[src/rtl/i2c_pkg.sv]
// Shared I2C definitions: FSM state encoding, field widths and the
// address-byte helper used by the target (and by the controller).
package i2c_pkg;

   localparam int unsigned ADDR_W    = 7;
   localparam int unsigned BIT_CNT_W = 4;
   localparam int unsigned BYTE_W    = 8;
   // Position of the R/W flag inside the address byte (LSB on the wire).
   localparam int unsigned RW_BIT    = 0;

   localparam logic [BIT_CNT_W-1:0] BITS_PER_BYTE = 4'd8;
   localparam logic [BIT_CNT_W-1:0] LAST_DATA_BIT = 4'd7;

   typedef enum logic [2:0] {
      ST_IDLE,
      ST_ADDR,
      ST_ADDR_ACK,
      ST_WR_DATA,
      ST_WR_ACK,
      ST_RD_DATA,
      ST_RD_ACK,
      ST_IGNORE
   } i2c_state_e;

   // True when the upper seven bits of a received address byte name us.
   function automatic logic addr_match(input logic [BYTE_W-1:0] addr_byte,
                                       input logic [ADDR_W-1:0] own_addr);
      return addr_byte[BYTE_W-1:1] == own_addr;
   endfunction

endpackage

[src/rtl/i2c_target_if.sv]
// Pad-side and fabric-side signals of the I2C target, grouped so the
// target sees the slave view and a driver/bench sees the master view.
interface i2c_target_if;
   import i2c_pkg::*;

   logic              scl_i;
   logic              sda_i;
   logic              sda_oe;
   logic [BYTE_W-1:0] rx_data;
   logic              rx_valid;
   logic [BYTE_W-1:0] tx_data;
   logic              tx_req;
   logic              busy;
   logic              addressed;

   modport slave (
      input  scl_i, sda_i, tx_data,
      output sda_oe, rx_data, rx_valid, tx_req, busy, addressed
   );

   modport master (
      output scl_i, sda_i, tx_data,
      input  sda_oe, rx_data, rx_valid, tx_req, busy, addressed
   );

endinterface

[src/rtl/i2c_line_sync.sv]
// Brings raw SCL/SDA into the clk domain and derives SCL edges and
// START/STOP conditions from the synchronized levels.
module i2c_line_sync (
   input  logic clk,
   input  logic scl_i,
   input  logic sda_i,
   output logic scl_rise,
   output logic scl_fall,
   output logic start,
   output logic stop,
   output logic sda_s
);

   logic [1:0] scl_sync_q;
   logic [1:0] sda_sync_q;
   logic       scl_hist_q;
   logic       sda_hist_q;

   // Two-flop synchronizers plus one history flop per line. Left without
   // reset so a reset never fabricates edges or START/STOP on a live bus.
   always_ff @(posedge clk) begin
      scl_sync_q <= {scl_sync_q[0], scl_i};
      sda_sync_q <= {sda_sync_q[0], sda_i};
      scl_hist_q <= scl_sync_q[1];
      sda_hist_q <= sda_sync_q[1];
   end

   assign scl_rise = scl_sync_q[1] & ~scl_hist_q;
   assign scl_fall = ~scl_sync_q[1] & scl_hist_q;
   assign start    = scl_sync_q[1] & scl_hist_q & sda_hist_q & ~sda_sync_q[1];
   assign stop     = scl_sync_q[1] & scl_hist_q & ~sda_hist_q & sda_sync_q[1];
   assign sda_s    = sda_sync_q[1];

endmodule

[src/rtl/i2c_target.sv]
// I2C target: address match, write bytes out to fabric, read bytes
// from fabric onto an open-drain SDA. SCL is never stretched.
module i2c_target
   import i2c_pkg::*;
#(
   parameter logic [ADDR_W-1:0] ADDR = 7'h42
) (
   input logic        clk,
   input logic        rst,
   i2c_target_if.slave bus
);

   logic scl_rise;
   logic scl_fall;
   logic start;
   logic stop;
   logic sda_s;

   i2c_line_sync u_line_sync (
      .clk      (clk),
      .scl_i    (bus.scl_i),
      .sda_i    (bus.sda_i),
      .scl_rise (scl_rise),
      .scl_fall (scl_fall),
      .start    (start),
      .stop     (stop),
      .sda_s    (sda_s)
   );

   i2c_state_e            state_q;
   logic [BIT_CNT_W-1:0]  bit_cnt_q;
   logic [BYTE_W-1:0]     shift_q;
   logic [BYTE_W-2:0]     tx_shift_q;
   logic                  sda_oe_q;
   logic [BYTE_W-1:0]     rx_data_q;
   logic                  rx_valid_q;
   logic                  tx_req_q;
   logic                  busy_q;
   logic                  addressed_q;

   // Bus protocol FSM; STOP/START take priority over bit handling, and
   // every SDA change is registered off a detected SCL fall.
   always_ff @(posedge clk) begin
      if (rst) begin
         state_q     <= ST_IDLE;
         bit_cnt_q   <= '0;
         shift_q     <= '0;
         tx_shift_q  <= '0;
         sda_oe_q    <= 1'b0;
         rx_data_q   <= '0;
         rx_valid_q  <= 1'b0;
         tx_req_q    <= 1'b0;
         busy_q      <= 1'b0;
         addressed_q <= 1'b0;
      end else begin
         rx_valid_q <= 1'b0;
         tx_req_q   <= 1'b0;
         if (stop) begin
            state_q     <= ST_IDLE;
            bit_cnt_q   <= '0;
            sda_oe_q    <= 1'b0;
            busy_q      <= 1'b0;
            addressed_q <= 1'b0;
         end else if (start) begin
            state_q     <= ST_ADDR;
            bit_cnt_q   <= '0;
            sda_oe_q    <= 1'b0;
            busy_q      <= 1'b1;
            addressed_q <= 1'b0;
         end else begin
            unique case (state_q)
               ST_IDLE: begin
                  sda_oe_q <= 1'b0;
               end

               ST_ADDR: begin
                  if (scl_rise) begin
                     shift_q   <= {shift_q[BYTE_W-2:0], sda_s};
                     bit_cnt_q <= bit_cnt_q + 1'b1;
                  end else if (scl_fall && bit_cnt_q == BITS_PER_BYTE) begin
                     bit_cnt_q <= '0;
                     if (addr_match(shift_q, ADDR)) begin
                        state_q     <= ST_ADDR_ACK;
                        sda_oe_q    <= 1'b1;
                        addressed_q <= 1'b1;
                     end else begin
                        state_q <= ST_IGNORE;
                     end
                  end
               end

               ST_ADDR_ACK: begin
                  if (scl_fall) begin
                     bit_cnt_q <= '0;
                     if (shift_q[RW_BIT]) begin
                        // First read bit goes out together with the tx_req pulse.
                        state_q    <= ST_RD_DATA;
                        tx_req_q   <= 1'b1;
                        tx_shift_q <= bus.tx_data[BYTE_W-2:0];
                        sda_oe_q   <= ~bus.tx_data[BYTE_W-1];
                     end else begin
                        state_q  <= ST_WR_DATA;
                        sda_oe_q <= 1'b0;
                     end
                  end
               end

               ST_WR_DATA: begin
                  if (scl_rise) begin
                     shift_q   <= {shift_q[BYTE_W-2:0], sda_s};
                     bit_cnt_q <= bit_cnt_q + 1'b1;
                     if (bit_cnt_q == LAST_DATA_BIT) begin
                        rx_data_q  <= {shift_q[BYTE_W-2:0], sda_s};
                        rx_valid_q <= 1'b1;
                     end
                  end else if (scl_fall && bit_cnt_q == BITS_PER_BYTE) begin
                     state_q  <= ST_WR_ACK;
                     sda_oe_q <= 1'b1;
                  end
               end

               ST_WR_ACK: begin
                  if (scl_fall) begin
                     state_q   <= ST_WR_DATA;
                     bit_cnt_q <= '0;
                     sda_oe_q  <= 1'b0;
                  end
               end

               ST_RD_DATA: begin
                  if (scl_rise) begin
                     bit_cnt_q <= bit_cnt_q + 1'b1;
                  end else if (scl_fall) begin
                     if (bit_cnt_q == BITS_PER_BYTE) begin
                        state_q  <= ST_RD_ACK;
                        sda_oe_q <= 1'b0;
                     end else begin
                        sda_oe_q   <= ~tx_shift_q[BYTE_W-2];
                        tx_shift_q <= {tx_shift_q[BYTE_W-3:0], 1'b0};
                     end
                  end
               end

               ST_RD_ACK: begin
                  if (scl_rise) begin
                     if (sda_s) begin
                        state_q     <= ST_IGNORE;
                        addressed_q <= 1'b0;
                     end
                  end else if (scl_fall) begin
                     state_q    <= ST_RD_DATA;
                     bit_cnt_q  <= '0;
                     tx_req_q   <= 1'b1;
                     tx_shift_q <= bus.tx_data[BYTE_W-2:0];
                     sda_oe_q   <= ~bus.tx_data[BYTE_W-1];
                  end
               end

               ST_IGNORE: begin
                  sda_oe_q <= 1'b0;
               end

               default: begin
                  state_q  <= ST_IDLE;
                  sda_oe_q <= 1'b0;
               end
            endcase
         end
      end
   end

   assign bus.sda_oe    = sda_oe_q;
   assign bus.rx_data   = rx_data_q;
   assign bus.rx_valid  = rx_valid_q;
   assign bus.tx_req    = tx_req_q;
   assign bus.busy      = busy_q;
   assign bus.addressed = addressed_q;

endmodule
[src/flat_wrapper.sv]
// flat-port wrapper written by rule: the top's interface ports become plain ports
module i2c_target_flat import i2c_pkg::*;
#(
   parameter logic [ADDR_W-1:0] ADDR = 7'h42
)
  (clk, rst, bus_scl_i, bus_sda_i, bus_tx_data, bus_sda_oe, bus_rx_data, bus_rx_valid, bus_tx_req, bus_busy, bus_addressed);
  i2c_target_if bus_i ();
  input logic clk;
  input logic rst;
  input wire logic [$bits(bus_i.scl_i)-1:0] bus_scl_i;
  input wire logic [$bits(bus_i.sda_i)-1:0] bus_sda_i;
  input wire logic [$bits(bus_i.tx_data)-1:0] bus_tx_data;
  output wire logic [$bits(bus_i.sda_oe)-1:0] bus_sda_oe;
  output wire logic [$bits(bus_i.rx_data)-1:0] bus_rx_data;
  output wire logic [$bits(bus_i.rx_valid)-1:0] bus_rx_valid;
  output wire logic [$bits(bus_i.tx_req)-1:0] bus_tx_req;
  output wire logic [$bits(bus_i.busy)-1:0] bus_busy;
  output wire logic [$bits(bus_i.addressed)-1:0] bus_addressed;
  assign bus_i.scl_i = bus_scl_i;
  assign bus_i.sda_i = bus_sda_i;
  assign bus_i.tx_data = bus_tx_data;
  assign bus_sda_oe = bus_i.sda_oe;
  assign bus_rx_data = bus_i.rx_data;
  assign bus_rx_valid = bus_i.rx_valid;
  assign bus_tx_req = bus_i.tx_req;
  assign bus_busy = bus_i.busy;
  assign bus_addressed = bus_i.addressed;
  i2c_target #(.ADDR(ADDR)) u_core (.clk(clk), .rst(rst), .bus(bus_i));
endmodule
[config.mk]
export PLATFORM = sky130hd
export DESIGN_NAME = i2c_target_flat
export DESIGN_NICKNAME = d
export VERILOG_FILES = /design/src/rtl/i2c_pkg.sv /design/src/rtl/i2c_target_if.sv /design/src/rtl/i2c_line_sync.sv /design/src/rtl/i2c_target.sv /design/src/flat_wrapper.sv
export SDC_FILE = /design/constraint.sdc
export NUM_CORES = 1
export LEC_CHECK = 0
export ABC_AREA = 1
export BUFFER_PORTS_ARGS = -buffer_cell sky130_fd_sc_hd__buf_4
export CORE_MARGIN = 2
export CORE_UTILIZATION = 45
export CTS_CLUSTER_SIZE = 8
export DETAILED_ROUTE_END_ITERATION = 8
export PLACE_DENSITY = 0.61
export SLEW_MARGIN = 15
export SYNTH_ARGS = -nofsm -noshare
export SYNTH_HDL_FRONTEND = slang
export SYNTH_SLANG_ARGS = --single-unit
[constraint.sdc]
create_clock -name clk -period 2.5 [get_ports clk]
set_clock_uncertainty 0.2 [all_clocks]
set_input_delay 0 -clock clk [delete_from_list [all_inputs] [get_ports clk]]
set_output_delay 0 -clock clk [all_outputs]
set_load 0.01 [all_outputs]
==> results of run 1 <==
-- timing repair --
item                                   4_1_cts  5_1_grt
endpoints found under the hold margin       21        0
resized for setup                            0        0
hold buffers                                11        0
-- sequential cells by signal, summed over array words and instances, names as in the netlist, 2 cells and up --
| name | flops |
|---|---|
| u_core.shift_q | 8 |
| u_core.u_line_sync.scl_sync_q | 2 |
| u_core.state_q | 3 |
| u_core.bit_cnt_q | 4 |
| u_core.tx_shift_q | 7 |
| u_core.bus.rx_data | 8 |
| u_core.u_line_sync.sda_sync_q | 2 |
-- kinds of logic (layout without fill, tap and decap cells) --
| kind of cell | count (synthesis) | in the layout | synth area share |
|---|---|---|---|
| simple gates | 183 | 183 | 0.399 |
| compound gates | 41 | 41 | 0.102 |
| flops | 41 | 41 | 0.387 |
| buf+inv | 41 | 85 | 0.0779 |
| fa+ha+maj | 5 | 5 | 0.0295 |
| xor+xnor | 1 | 1 | 0.00413 |
-- synth_stat cells (2+ instances only) --
library cell / instances
dfxtp_1: 41
nand2_1: 69
inv_2: 6
clkbuf_1: 2
nor3_4: 2
nor3_1: 3
nor2_1: 70
o21ai_1: 2
ha_1: 5
nand3_1: 19
a21oi_1: 14
inv_1: 31
nor2_4: 4
nand3b_1: 6
nand3_2: 3
nor2_2: 3
o21ai_0: 20
-- power by group through the flow --
| stage | Clock [mW] | Sequential, mW | Combinational [mW] |
|---|---|---|---|
| floorplan | 0 | 0.837 | 0.691 |
| global placement | 0 | 0.852 | 0.877 |
| detailed placement | 0 | 0.852 | 0.882 |
| CTS | 0.454 | 0.837 | 0.900 |
| global route | 0.480 | 0.854 | 1.03 |
| finish | 0.440 | 0.839 | 0.906 |
-- per-stage QoR --
step	util	area [µm²]	std cells	power (mW)	setup slack [ps]
final	0.579	2570	408	2.18	425
after global routing	0.579	2570	408	2.36	187
after CTS	0.579	2570	408	2.19	404
after detailed placement	0.535	2380	389	1.73	432
after global placement	0.535	2380	389	1.73	466
after floorplan	-	2120	312	1.53	749
-- path summary, 6_finish.rpt --
path / from / endpoint / slack, ps / cells after the start
max reg2reg: u_core.u_line_sync.scl_hist_q / u_core.tx_shift_q[4] / 420 / 11
min: u_core.u_line_sync.scl_sync_q[0] / u_core.u_line_sync.scl_sync_q[1] / 130 / 0
min reg2reg: u_core.u_line_sync.scl_sync_q[0] / u_core.u_line_sync.scl_sync_q[1] / 130 / 0
max: u_core.u_line_sync.scl_hist_q / u_core.tx_shift_q[4] / 420 / 11
-- metal layers --
layer,global-route usage,vias to the layer above,share of wire
met3,0.0594,8,0.067
met2,0.311,62,0.42
met1,0.270,892,0.50
met4,0.0679,0,0.016
li1,-,1072,-
met5,0,-,0
-- worst reg2reg max path, stage by stage (launching register included) --
cell and delay [ps]:
dfxtp_1 370, inv_1 60, ha_1 230, inv_1 240, nand2_1 110, inv_1 110, nor2_4 50, nor2_2 130
nand2_2 90, nor3_4 260, nor2_1 80, nor2_1 90
-- cell type report --
class / instances / share of cell area
multi-input combinational: 230 / 0.441
sequential: 41 / 0.319
timing repair buffer: 40 / 0.127
inverter: 37 / 0.0540
clock buffer: 5 / 0.0268
tap: 52 / 0.0253
clock inverter: 3 / 0.00681
-- placed cells by master (no fill, tap or decap), drive strengths merged --
cell type	synthesis	layout
nand4	1	1
clkinvlp	0	1
clkinv	0	2
clkbuf	2	5
o211ai	1	1
nor2	78	78
inv	37	37
a31oi	1	1
xor2	1	1
nand2	70	70
o21ai	23	23
a21oi	14	14
nand3b	6	6
ha	5	5
nand3	22	22
o21bai	1	1
buf	2	29
dlygate4sd3	0	11
dfxtp	41	41
nor3	6	6
o22ai	1	1
==> results.py, run 1 <==
metrics = {
    "worst_setup_path": {
        "crit_arrival_ps": 2110,
        "critPathLaunchType": "flip-flop",
        "crit_family": "simple AND/OR/NAND/NOR gates",
        "path_class": "reg2reg",
        "required_ps": 2540,
        "cp_max_fo": 7,
        "critPathSlowestCell": "dfxtp_1",
        "cpPeakStageDelay_ps": 370,
        "worstPathCellList": "inv_1 > ha_1 > inv_1 > nand2_1 > inv_1 > nor2_4 > nor2_2 > nand2_2 > nor3_4 > nor2_1 > nor2_1",
        "endpoint_kind": "flip-flop",
        "critical_path_buf_inv_count": 3,
        "path_common_cell": "inv_1",
    },
    "sta": {
        "finalHoldViolCount": 0,
        "tightest_slew_ps": 608,
        "min_period_ps": 2080,
        "max_slew_margin": 0.594,
        "tns_ps": 0,
        "final_max_slew_viol_count": 0,
        "fmax_mhz": 482,
        "whs_ps": 131,
        "finalCritPeriodShare": 0.830,
        "rsz0062_at_grt": "no",
        "setup_violations": 0,
    },
    "yosys": {
        "synth-async-reset-ratio": 0,
        "syn_nets": 329,
        "synth_cell_types": 29,
        "yosys_warnings": 0,
        "synth_area_leader_cell": "dfxtp_1",
        "synth_edf_count": 0,
        "syn_avg_cell_area_um2": 6.79,
        "synth.area.top_cells": "dfxtp_1, nor2_1, nand2_1",
        "synthesis.area_um2": 2120,
        "ys_ff_latch": 41,
        "ys_seq_area_frac": 0.387,
        "ys.flop_type": "dfxtp_1",
        "postSynthCellCount": 312,
        "yosys.area.top_type_share": 0.387,
    },
    "power_and_ir_drop": {
        "power.switching_mw": 0.925,
        "clockPowerShare": 0.201,
        "internal-power_mw": 1.26,
        "pwr_density_cell_nw_per_um2": 849,
        "p_sw_frac": 0.423,
        "combPwrFrac": 0.415,
        "seq_power_share": 0.384,
        "power_leakage_nw": 1.26,
        "ir_drop_v": 0.000406,
    },
    "global_route": {
        "grt_max_degree": 24,
        "grt_pass1_wl_um": 8320,
        "track_usage": 0.201,
        "antenna_found_initial": 0,
        "grt_pass1_vias": 1838,
        "gr-total-overflow": 0,
    },
    "flow_run": {
        "maxCapViolCount": 0,
    },
    "cts": {
        "path_clk_slew_ps": 80,
        "clock_tree.root_cell": "clkbuf_8",
        "clockBufferDepth": 2,
        "cts_tree": "yes",
        "clk_latency_ps": 300,
        "numCtsBuffers": 5,
        "cts_num_sinks": 41,
        "htreeDepth": 2,
        "post_cts_buffers": 0,
    },
    "floorplanning": {
        "core.rowCount": 24,
        "design.die.area_um2": 5280,
        "num_io_pins": 25,
        "die-height_um": 72.6,
        "core-area_um2": 4440,
        "initial_core_util": 0.477,
        "die-width_um": 72.6,
    },
    "layout": {
        "multi_input_area_um2": 1130,
        "num_antenna_cells": 0,
        "nets": 372,
        "drive_gt1_frac": 0.166,
        "fillerInstances": 448,
        "seq_area_um2": 821,
        "area.growth.synth_to_final_pct": 21.4,
    },
    "routing": {
        "totalWireLength_um": 4930,
        "drtPass1Iterations": 4,
        "drc": 0,
        "avgViaCountPerCell": 4.99,
        "antenna_left": 0,
        "wl_per_cell_um": 12.1,
        "drt_iter0_markers": 114,
        "vias": 2034,
    },
    "placed_design": {
        "place.gp.congestion": 0.952,
        "portBuffers": 24,
        "hpwl_um": 3610,
    },
    "run_status": {
        "status": "finished, final reports clean",
    },
    "hold_path": {
        "hp-class": "reg2reg",
    },
}
No activity file was read; power rests on OpenSTA's default activity.
==> run 2, diff against run 1 <==
- ABC_AREA: 1 -> 0
- PLACE_DENSITY: 0.61 -> 0.64
- clock period: 2.5 -> 1.85 ns (I/O delays scaled with it)
==> run 2 against run 1 <==
Effect of this change: the run now ends with negative setup slack left; register-to-register slack got worse by 550 ps; synthesized cell count is 27% lower; non-clock buffer count grew 41; critical path depth shrank 4; flip-flop and latch count is the same; core utilization is 13 points higher; worst setup slack worse by 550 ps; critical path type unchanged; critical endpoint is now u_core.bit_cnt_q[1]; largest cell class unchanged; highest routed layer unchanged.
==> results.py, run 2 <==
metrics = {
    "run_status": {
        "status": "finished, violations left",
        "violations": "negative setup slack",
    },
    "worst_setup_path": {
        "critPathLaunchType": "flip-flop",
        "required_ps": 1880,
        "cp_max_fo": 7,
        "endpoint_kind": "flip-flop",
        "path_class": "reg2reg",
        "crit_arrival_ps": 2000,
    },
    "power_and_ir_drop": {
        "clockPowerShare": 0.340,
        "combPwrFrac": 0.133,
        "p_sw_frac": 0.255,
        "ir_drop_v": 0.000536,
        "finalPower_mw": 1.72,
        "pwr_density_cell_nw_per_um2": 556,
        "power_leakage_nw": 1.20,
        "power.switching_mw": 0.438,
        "seq_power_share": 0.527,
        "internal-power_mw": 1.28,
    },
    "routing": {
        "vias": 1911,
        "wl_per_cell_um": 15.6,
        "top_layer": "met4",
        "wl_met2_um": 2730,
        "avgViaCountPerCell": 5.40,
        "drtPass1Iterations": 4,
        "drt_iter0_markers": 137,
        "routedLengthMet1_um": 2400,
        "antenna_left": 0,
        "totalWireLength_um": 5520,
        "routed-wl-met3_um": 294,
        "drc": 0,
    },
    "flow_run": {
        "maxCapViolCount": 0,
    },
    "layout": {
        "num_antenna_cells": 0,
        "fin_area_um2": 3090,
        "multi_input_area_um2": 1340,
        "drive_gt1_frac": 0.411,
        "fillerInstances": 349,
        "nets": 318,
        "final_cells": 354,
        "seq_area_um2": 836,
        "final_common_cell": "buf_4",
        "area.growth.synth_to_final_pct": 50.2,
        "final_cell_mix": "buf_4, dfxtp_1, nor2_1",
    },
    "sta": {
        "postLayoutSetupSlackWorst_ps": -126,
        "min_period_ps": 1980,
        "max_slew_margin": 0.754,
        "final_max_slew_viol_count": 0,
        "setup_violations": 12,
        "tightest_slew_ps": 369,
        "rsz0062_at_grt": "yes",
        "finalCritPeriodShare": 1.07,
        "fmax_mhz": 506,
        "tns_ps": -580,
        "finalHoldViolCount": 0,
    },
    "floorplanning": {
        "core-area_um2": 4380,
        "design.die.area_um2": 5130,
        "initial_core_util": 0.469,
        "core.rowCount": 24,
        "num_io_pins": 25,
        "die-height_um": 71.6,
        "die-width_um": 71.6,
    },
    "yosys": {
        "syn_avg_cell_area_um2": 9.03,
        "synth-async-reset-ratio": 0,
        "synth_cell_types": 43,
        "yosys.area.top_type_share": 0.399,
        "synthesis.area_um2": 2060,
        "yosys_warnings": 0,
        "syn_nets": 245,
        "synthTopCellsByCount": "dfxtp_1, nor2_1, mux2i_1, inv_1, nand2_1",
        "ys_ff_latch": 41,
        "synth_area_leader_cell": "dfxtp_1",
        "ys_seq_area_frac": 0.399,
        "synth_edf_count": 0,
        "ys.flop_type": "dfxtp_1",
        "synth.area.top_cells": "dfxtp_1, mux2i_1, nor2_1",
        "postSynthCellCount": 228,
        "yosysMostFrequentCell": "dfxtp_1",
    },
    "global_route": {
        "track_usage": 0.227,
        "antenna_found_initial": 0,
        "gr-total-overflow": 0,
        "grt_max_degree": 29,
        "grt_pass1_wl_um": 9040,
        "grt_pass1_vias": 1836,
    },
    "cts": {
        "cts_tree": "yes",
        "path_clk_slew_ps": 80,
        "htreeDepth": 2,
        "clk_latency_ps": 290,
        "cts_num_sinks": 41,
        "clockBufferDepth": 2,
        "clock_tree.root_cell": "clkbuf_8",
        "numCtsBuffers": 5,
    },
    "placed_design": {
        "hpwl_um": 3520,
        "placedCellCount": 327,
        "place.gp.congestion": 0.967,
        "portBuffers": 24,
        "place_ws_ps": -164,
        "placed_area_um2": 2550,
    },
    "hold_path": {
        "hp-class": "reg2reg",
    },
}
[run 2: changes by cell type after synthesis, sizes merged, moves of 8 or more]
cell    previous run  this run
nand2             70        12
nor2              78        31
inv               37        12
mux2i              0        24
nand3             22         3
o21ai             23        11
a211oi             0        10
buf                2        10
nor2b              0         8
[run 2: worst max-delay path: stages, from the launching register on]
cell and delay [ps]:
dfxtp_2 360, buf_6 120, ha_4 150, and4b_2 330
a21boi_2 70, nand2b_4 160, or3b_1 380, a21oi_2 140
[run 2: worst paths after layout]
kind	startpoint	endpoint	slack, ps	depth (start not counted)
max	u_core.u_line_sync.scl_hist_q	u_core.bit_cnt_q[1]	-130	7
min	u_core.u_line_sync.sda_sync_q[0]	u_core.u_line_sync.sda_sync_q[1]	130	0
max reg2reg	u_core.u_line_sync.scl_hist_q	u_core.bit_cnt_q[1]	-130	7
min reg2reg	u_core.u_line_sync.sda_sync_q[0]	u_core.u_line_sync.sda_sync_q[1]	130	0
[run 2: logic make-up (layout without fill, tap and decap cells)]
kind of cell,Yosys count,count (layout),synth area share
AOI/OAI and AO/OA,52,52,0.173
xor gates and xnor gates,3,3,0.0164
adders and majority gates,5,5,0.0304
buffers and inverters,27,101,0.0693
DFF,41,41,0.399
muxes,24,24,0.117
and+or+nand+nor,76,76,0.195
[run 2: area by class of cell]
| cell class | instances | share of cell area |
|---|---|---|
| Clock inverter | 2 | 0.00486 |
| Inverter | 12 | 0.0146 |
| Timing Repair Buffer | 81 | 0.233 |
| Clock buffer | 6 | 0.0235 |
| Multi-Input combinational cell | 160 | 0.433 |
| Sequential cell | 41 | 0.270 |
| Tap cell | 52 | 0.0210 |
[run 2: timing repair]
item                                    4_1_cts  5_1_grt
hold buffers                                 11        0
pin swaps                                    12       19
endpoints found under the setup margin       23       24
gates cloned                                  2        0
gates resized for setup                      29       39
buffers inserted                              5        2
hold endpoints to repair                     28        0
[run 2: stage by stage]
stage	utilization	hold slack [ps]
final	0.705	130
after global routing	0.705	152
after CTS	0.678	133
after detailed placement	0.581	-94.6
after global placement	0.581	-94.6
after floorplan	-	-172
[run 2: power groups by stage]
stage	clock network, mW	registers [mW]	logic, mW
after global routing	0.640	0.909	0.244
after detailed placement	0	0.927	0.162
after CTS	0.599	0.907	0.203
after floorplan	0	0.922	0.0927
final	0.584	0.906	0.228
after global placement	0	0.927	0.161
[run 2: metal layers]
layer	global-route usage	up-vias
met3	0.0506	10
met2	0.349	50
met4	0.0776	0
li1	-	948
met5	0	-
met1	0.317	903
==> run 3, diff against run 2 <==
- SETUP_SLACK_MARGIN: default -> 0.5
==> run 3 against run 2 <==
Effect of this change: register-to-register slack better by 40 ps; final area is 1.9% higher; flip-flop and latch count unchanged; the flow still finishes with violations (negative setup slack); clock power fell by 1%; critical path type unchanged; non-clock buffer count rose by 1; count of clock-buffer cells in the layout unchanged; highest routed layer unchanged; largest cell class unchanged; via count shrank 1.4%.
==> results.py, run 3 (same netlist as run 2, synthesis figures left out) <==
metrics = {
    "sta": {
        "setup_violations": 15,
        "max_slew_margin": 0.757,
        "finalCritPeriodShare": 1.05,
        "final_max_slew_viol_count": 0,
        "postLayoutSetupSlackWorst_ps": -89.0,
        "fmax_mhz": 516,
        "rsz0062_at_grt": "yes",
        "min_period_ps": 1940,
        "tightest_slew_ps": 364,
        "finalHoldViolCount": 0,
    },
    "layout": {
        "final_cell_mix": "buf_4, dfxtp_1, nor2_1",
        "area.growth.synth_to_final_pct": 53.1,
        "num_antenna_cells": 0,
        "drive_gt1_frac": 0.452,
        "nets": 319,
        "final_common_cell": "buf_4",
        "utilization": 0.719,
    },
    "placed_design": {
        "place_ws_ps": -95.1,
        "hpwl_um": 3390,
        "place.gp.congestion": 0.861,
        "portBuffers": 24,
    },
    "floorplanning": {
        "initial_core_util": 0.469,
        "core.rowCount": 24,
        "num_io_pins": 25,
        "die-height_um": 71.6,
        "core-area_um2": 4380,
        "die-width_um": 71.6,
        "design.die.area_um2": 5130,
    },
    "global_route": {
        "gr-total-overflow": 0,
        "grt_pass1_wl_um": 8520,
        "antenna_found_initial": 0,
        "grt_pass1_vias": 1789,
        "track_usage": 0.215,
        "grt_max_degree": 29,
    },
    "worst_setup_path": {
        "critPathLaunchType": "flip-flop",
        "r2r-start": "u_core.u_line_sync.scl_hist_q",
        "reg2regPathDepth": 8,
        "ff2ff_setup_slack_ps": -90,
        "crit_arrival_ps": 1980,
        "endpoint_kind": "flip-flop",
        "path_class": "reg2reg",
        "required_ps": 1890,
        "cp_max_fo": 6,
        "r2r-end": "u_core.bit_cnt_q[1]",
    },
    "routing": {
        "avgViaCountPerCell": 5.31,
        "wl_per_cell_um": 14.7,
        "antenna_left": 0,
        "drtPass1Iterations": 4,
        "drc": 0,
        "drt_iter0_markers": 128,
        "totalWireLength_um": 5210,
        "vias": 1884,
    },
    "hold_path": {
        "hp-class": "reg2reg",
        "hold_end": "u_core.u_line_sync.scl_sync_q[1]",
        "hold_depth": 0,
        "min-delay-start": "u_core.u_line_sync.scl_sync_q[0]",
    },
    "flow_run": {
        "maxCapViolCount": 0,
    },
    "run_status": {
        "status": "finished, violations left",
        "violations": "negative setup slack",
    },
    "cts": {
        "clock_tree.root_cell": "clkbuf_8",
        "clockBufferDepth": 2,
        "numCtsBuffers": 5,
        "cts_tree": "yes",
        "clk_latency_ps": 300,
        "htreeDepth": 2,
        "path_clk_slew_ps": 80,
        "cts_num_sinks": 41,
    },
    "power_and_ir_drop": {
        "power_leakage_nw": 1.23,
        "ir_drop_v": 0.000472,
        "pwr_density_cell_nw_per_um2": 542,
    },
}
run 3: changes by cell type in the layout (fill, tap and decap cells not counted), moves of 2 or more:
| cell | delta |
|---|---|
| nor2_4 | +4 |
| nor2_2 | -2 |
| o21ai_2 | +2 |
| buf_8 | +2 |
| clkinvlp_4 | -2 |
| o21ai_1 | -2 |
| a21oi_2 | -2 |
| a211oi_1 | -5 |
| a211oi_2 | +6 |
| nor2_1 | -2 |
| inv_1 | -3 |
| inv_2 | +3 |
| clkinv_2 | +2 |
run 3: layout make-up:
| type | count | area [µm²] |
|---|---|---|
| fillers | 323 | 1230 |
| repair buffers | 82 | 723 |
| well taps | 52 | 65.1 |
| clock inverters | 2 | 10.0 |
| clock buffers | 6 | 72.6 |
| multi-input cells | 160 | 1400 |
| flip-flops and latches | 41 | 837 |
| inverters | 12 | 45.0 |
run 3: metal layers:
metal	up-vias	global-route usage	wire [µm]
met4	0	0.0797	110
li1	957	-	-
met2	38	0.353	2550
met5	-	0	0
met3	10	0.0450	197
met1	879	0.280	2350
run 3: critical path, stage by stage (launching register included):
cell      delay, ps
dfxtp_2         360
inv_2            50
ha_4            180
buf_6           130
and3_4          180
a221oi_4        210
nand2b_4         80
or3b_1          360
a21oi_2         130
run 3: report_power, final:
group | switching [mW] | internal (mW) | total [mW]
registers | 0.0125 | 0.891 | 0.904
clock network | 0.314 | 0.262 | 0.576
logic | 0.105 | 0.124 | 0.229
total | 0.431 | 1.28 | 1.71
run 3: timing repair:
action                                  4_1_cts  5_1_grt
hold buffers                                 11        0
gates cloned                                  0        1
gates resized for setup                      26       28
endpoints found under the hold margin        28        0
setup buffers                                 3        6
endpoints found under the setup margin       35       35
pin swaps                                     6       15
run 3: how the worst max path moves through the flow:
| stage | startpoint | end | slack, ps | cells past startpoint |
|---|---|---|---|---|
| 4_1_cts | u_core.u_line_sync.scl_hist_q | u_core.state_q[1] | -60 | 7 |
| 3_3_place_gp | u_core.state_q[0] | u_core.state_q[1] | -100 | 6 |
| 6_report | u_core.u_line_sync.scl_hist_q | u_core.bit_cnt_q[1] | -90 | 8 |
| 5_1_grt | u_core.u_line_sync.scl_hist_q | u_core.bit_cnt_q[1] | -220 | 8 |
| 2_1_floorplan | u_core.u_line_sync.sda_sync_q[1] | u_core.bus.rx_data[7] | -80 | 8 |
| 3_5_place_dp | u_core.state_q[0] | u_core.state_q[1] | -100 | 6 |
run 3: per-stage QoR:
stage | setup TNS [ps] | hold slack [ps] | cell area (µm²) | total power [mW] | std cells
after CTS | -459 | 129 | 2970 | 1.70 | 348
after global routing | -2460 | 133 | 3150 | 1.78 | 355
after global placement | -365 | -94.6 | 2640 | 1.10 | 326
final | -487 | 127 | 3150 | 1.71 | 355
after floorplan | -628 | -172 | 2210 | 1.03 | 228
after detailed placement | -693 | -93.4 | 2640 | 1.10 | 326
